<file path="src/rtl/mux_scan_ctrl.sv">
// Channel scanner for a 16:1 mux: walks enabled channels, settles, samples, publishes a snapshot.
// Optional MUX_SCAN_CHANGE_EN adds the chg port (per-bit change flags of the last snapshot).
module mux_scan_ctrl #(
  parameter int SETTLE = 1
) (
  input  logic        clk,
  input  logic        rst_n,
  input  logic        start,
  input  logic [15:0] mask,
  input  logic        mux_out,
  output logic [3:0]  sel,
  output logic        busy,
  output logic        done,
  output logic [15:0] data,
  output logic [1:0]  dbg_state
`ifdef MUX_SCAN_CHANGE_EN
  ,
  output logic [15:0] chg
`endif
);

  localparam logic [3:0] SETTLE_C = 4'(SETTLE);

  typedef enum logic [1:0] {
    IDLE = 2'd0,
    HOLD = 2'd1,
    DONE = 2'd2
  } state_t;

  state_t      state;
  logic [3:0]  cnt;
  logic [15:0] mask_q;
  logic [15:0] shadow;
  logic [15:0] shadow_nx;
  logic [3:0]  first_ch;
  logic [3:0]  nxt_ch;
  logic        nxt_found;

  assign dbg_state = state;

  // Descending loops so the lowest qualifying channel is the one left standing.
  always_comb begin
    first_ch  = 4'd0;
    nxt_ch    = 4'd0;
    nxt_found = 1'b0;
    for (int i = 15; i >= 0; i--) begin
      if (mask[i]) first_ch = 4'(i);
      if (mask_q[i] && (4'(i) > sel)) begin
        nxt_ch    = 4'(i);
        nxt_found = 1'b1;
      end
    end
  end

  always_comb begin
    shadow_nx      = shadow;
    shadow_nx[sel] = mux_out;
  end

  always_ff @(posedge clk or negedge rst_n) begin
    if (!rst_n) begin
      state  <= IDLE;
      sel    <= 4'd0;
      busy   <= 1'b0;
      done   <= 1'b0;
      data   <= 16'd0;
      cnt    <= 4'd0;
      mask_q <= 16'd0;
      shadow <= 16'd0;
`ifdef MUX_SCAN_CHANGE_EN
      chg    <= 16'd0;
`endif
    end else begin
      done <= 1'b0;
      case (state)
        IDLE: begin
          if (start) begin
            busy <= 1'b1;
            if (|mask) begin
              mask_q <= mask;
              sel    <= first_ch;
              cnt    <= 4'd0;
              shadow <= data;
              state  <= HOLD;
            end else begin
              // Empty mask: publish immediately, snapshot untouched.
              done  <= 1'b1;
              state <= DONE;
`ifdef MUX_SCAN_CHANGE_EN
              chg   <= 16'd0;
`endif
            end
          end
        end
        HOLD: begin
          if (cnt == SETTLE_C) begin
            shadow <= shadow_nx;
            cnt    <= 4'd0;
            if (nxt_found) begin
              sel <= nxt_ch;
            end else begin
              sel   <= 4'd0;
              data  <= shadow_nx;
              done  <= 1'b1;
              state <= DONE;
`ifdef MUX_SCAN_CHANGE_EN
              chg   <= (shadow_nx ^ data) & mask_q;
`endif
            end
          end else begin
            cnt <= cnt + 4'd1;
          end
        end
        DONE: begin
          busy  <= 1'b0;
          state <= IDLE;
        end
        default: state <= IDLE;
      endcase
    end
  end

endmodule

</file>
<file path="config.mk">
export PLATFORM = sky130hd
export DESIGN_NAME = mux_scan_ctrl
export DESIGN_NICKNAME = d
export VERILOG_FILES = /design/src/rtl/mux_scan_ctrl.sv
export SDC_FILE = /design/constraint.sdc
export NUM_CORES = 1
export LEC_CHECK = 0
export ABC_AREA = 1
export BUFFER_PORTS_ARGS = -buffer_cell sky130_fd_sc_hd__buf_4
export CELL_PAD_IN_SITES_DETAIL_PLACEMENT = 0
export CELL_PAD_IN_SITES_GLOBAL_PLACEMENT = 1
export CORE_AREA = 4 4 83 116
export CTS_CLUSTER_DIAMETER = 150
export DETAILED_ROUTE_END_ITERATION = 8
export DIE_AREA = 0 0 87 120
export HOLD_SLACK_MARGIN = 0.1
export PLACE_DENSITY = 0.82
export SYNTH_ARGS = -nofsm -noshare
export SYNTH_HDL_FRONTEND = slang
export SYNTH_SLANG_ARGS = --single-unit
</file>
<file path="constraint.sdc">
create_clock -name clk -period 1.6 [get_ports clk]
set_input_delay 0.16 -clock clk [delete_from_list [all_inputs] [get_ports clk]]
set_output_delay 0.16 -clock clk [all_outputs]
set_load 0.005 [all_outputs]
</file>
==> impl_metrics.toml <==
[clock_network]
cts_buffers = 9
root_buffer = "clkbuf_16"
clk_pin_slew_ps = 50
cts_tree = "done"
clkLatencyLatePin_ps = 330
cts_sinks = 59
cts_buffer_depth = 2
cts_htree_levels = 3

[cells_and_area]
layout_common_cells = "113 x buf_4, 110 x nand2_1, 57 x inv_1"
final_common_cell = "buf_4"
fillers = 756
nNetsFinal = 585
diodes = 0
layout-drive-gt1-share = 0.358
area_delta_synth_final_pct = 53.5

[route]
drtAntennaViolNets = 0
num_vias = 3334
wirelength_um = 8870
routedWlPerCell_um = 13.2
drt_iter0_markers = 121
vias_per_cell = 4.98
drc_errors = 0
drt-pass1-iter-count = 4

[worst_setup_path]
cp.required_ps = 1850
path_max_fanout = 13
critPathCapture = "data[10]"
path_class = "flop to flop"
r2r_setup_slack_ps = -330
setup.worst_path.start_class = "flop"
cp_data_arrival_time_ps = 2180
rr_startpoint = "sel[1]"
endpoint_kind = "flop"
cp-startpoint = "sel[1]"
r2r-end = "data[10]"
rr_worst_depth = 12

[timing]
skew_ps = 3.79
finalWorstSetupSlack_ps = -327
finalSetupTns_ps = -6110
report.final.slew_viol_count = 0
fin_crit_sh = 1.20
finalHoldViolCount = 0
grt_setup_unrepaired = "true"
slew_headroom = 0.619
worst_pin_slew_ps = 571
fmax_mhz = 519
setup_violations = 29
period_needed_ps = 1930

[grt]
gr-total-overflow = 0
grt_pass1_vias = 3211
track_usage = 0.167
antenna_found_initial = 0
grt_pass1_wl_um = 14000
grt_max_degree = 35

[synthesis]
syn_nets = 454
synthesis.instances = 432
ys_async_sr_fraction = 1.00
synth-seq-cells = 59
synth-seq-area-share = 0.458
synthDistinctLibCells = 34
ys.flop_type = "dfrtp_1"
syn_area_mm2 = 0.00322
avgSynthCellArea_um2 = 7.46
yosysWarnings = 0
synth-edff-count = 0

[run_status]
status = "finished with violations"
violations = "setup timing"

[die]
placementRows = 40
design.die.area_mm2 = 0.0104
core_mm2 = 0.00856
start_util = 0.376
die_height_um = 120
die_x_um = 87
ioPinCount = 44

[place]
gp_congestion = 0.767
hpwl_um = 6170
port_buffers = 43
post-place-ws_ps = -409

[power]
peakVddDrop_v = 0.00101
leakage_nw = 2.43
power.density_mw_per_mm2 = 2100

[hold_path]
hp-class = "input port to flop"

[job]
cap_violations = 0
through the flow:
stage | util | hold WS (ps) | power (mW) | cell area, µm² | std cells
after floorplan | - | -136 | 5.38 | 3290 | 432
after global placement | 0.501 | 93.8 | 7.44 | 4290 | 639
final | 0.578 | 124 | 10.4 | 4940 | 670
after CTS | 0.542 | 122 | 9.54 | 4640 | 658
after global routing | 0.578 | 141 | 11.2 | 4940 | 670
after detailed placement | 0.501 | 95.1 | 7.58 | 4290 | 639
critical path, cell delays in order (launching register included):
cell,delay [ps]
dfrtp_2,500
buf_6,130
nand3_1,90
nand2_2,80
a21bo_2,230
nor2_2,100
nand2_1,80
nor2_2,140
nand2_2,90
inv_4,100
clkbuf_16,170
nand2_1,50
o21ai_1,70
worst min-delay path by stage:
stage / startpoint / to / slack, ps / cells after the start
6_report: mask[4] / mask_q[4] / 120 / 3
2_1_floorplan: rst_n / busy / -140 / 0
4_1_cts: mask[4] / mask_q[4] / 120 / 3
3_5_place_dp: rst_n / data[2] / 100 / 1
5_1_grt: mask[4] / mask_q[4] / 140 / 3
3_3_place_gp: rst_n / data[2] / 90 / 1
registers in the layout, indices dropped and copies added, names as in the netlist:
name / count
busy: 1
cnt: 4
data: 16
dbg_state: 2
done: 1
mask_q: 15
sel: 4
shadow: 16
kinds of logic (layout without fill, tap and decap cells):
logic type	Yosys count	after routing	synth area share
and+or+nand+nor	170	170	0.220
AOI/OAI and AO/OA	117	117	0.198
buffers and inverters	82	215	0.111
DFF	59	59	0.458
adders and majority gates	2	2	0.00777
xor gates and xnor gates	2	2	0.00544
cell usage after synthesis (2+ instances only):
cell type,count,share of area
nor2_1,19,0.022
a22oi_1,3,0.0070
nand3_1,16,0.025
clkbuf_1,6,0.0070
nor2_2,6,0.012
ha_1,2,0.0078
nor4_1,3,0.0058
buf_6,5,0.017
o211ai_1,2,0.0047
inv_2,4,0.0047
o22ai_1,3,0.0058
buf_4,3,0.0070
o21ai_1,6,0.0093
o21ai_0,69,0.11
nand2_2,4,0.0078
a31oi_1,11,0.021
dfrtp_1,59,0.46
nand2_1,116,0.14
inv_1,62,0.072
a21oi_1,18,0.028
nor3_1,2,0.0031
report_power, final:
part           total (mW)  internal (mW)  leakage (nW)  switching [mW]
logic                6.05           3.05          1.60            3.00
registers            2.67           2.19         0.708           0.471
clock network        1.66           1.06         0.122           0.601
total                10.4           6.31          2.43            4.07
routing by layer:
metal  vias up  track usage  wire, µm
li1       1667            -         -
met1      1569        0.184      3410
met2        78        0.301      4860
met3        20       0.0323       326
met4         0       0.0780       265
met5         -            0         0
area by class of cell:
cell class / count / area, µm² / share of cell area
multi-input cells: 291 / 1600 / 0.323
flip-flops and latches: 59 / 1480 / 0.299
repair buffers: 135 / 1210 / 0.246
inverters: 67 / 272 / 0.0549
clock buffers: 13 / 250 / 0.0506
well taps: 105 / 131 / 0.0266
timing repair:
item,in CTS,in global routing
cloned,0,4
endpoints found under the setup margin,27,53
pin swaps,1,24
hold buffers,1,0
gates resized for setup,18,58
setup buffers,5,9
endpoints found under the hold margin,59,0
Note: power is estimated with default switching activity, not from simulation.
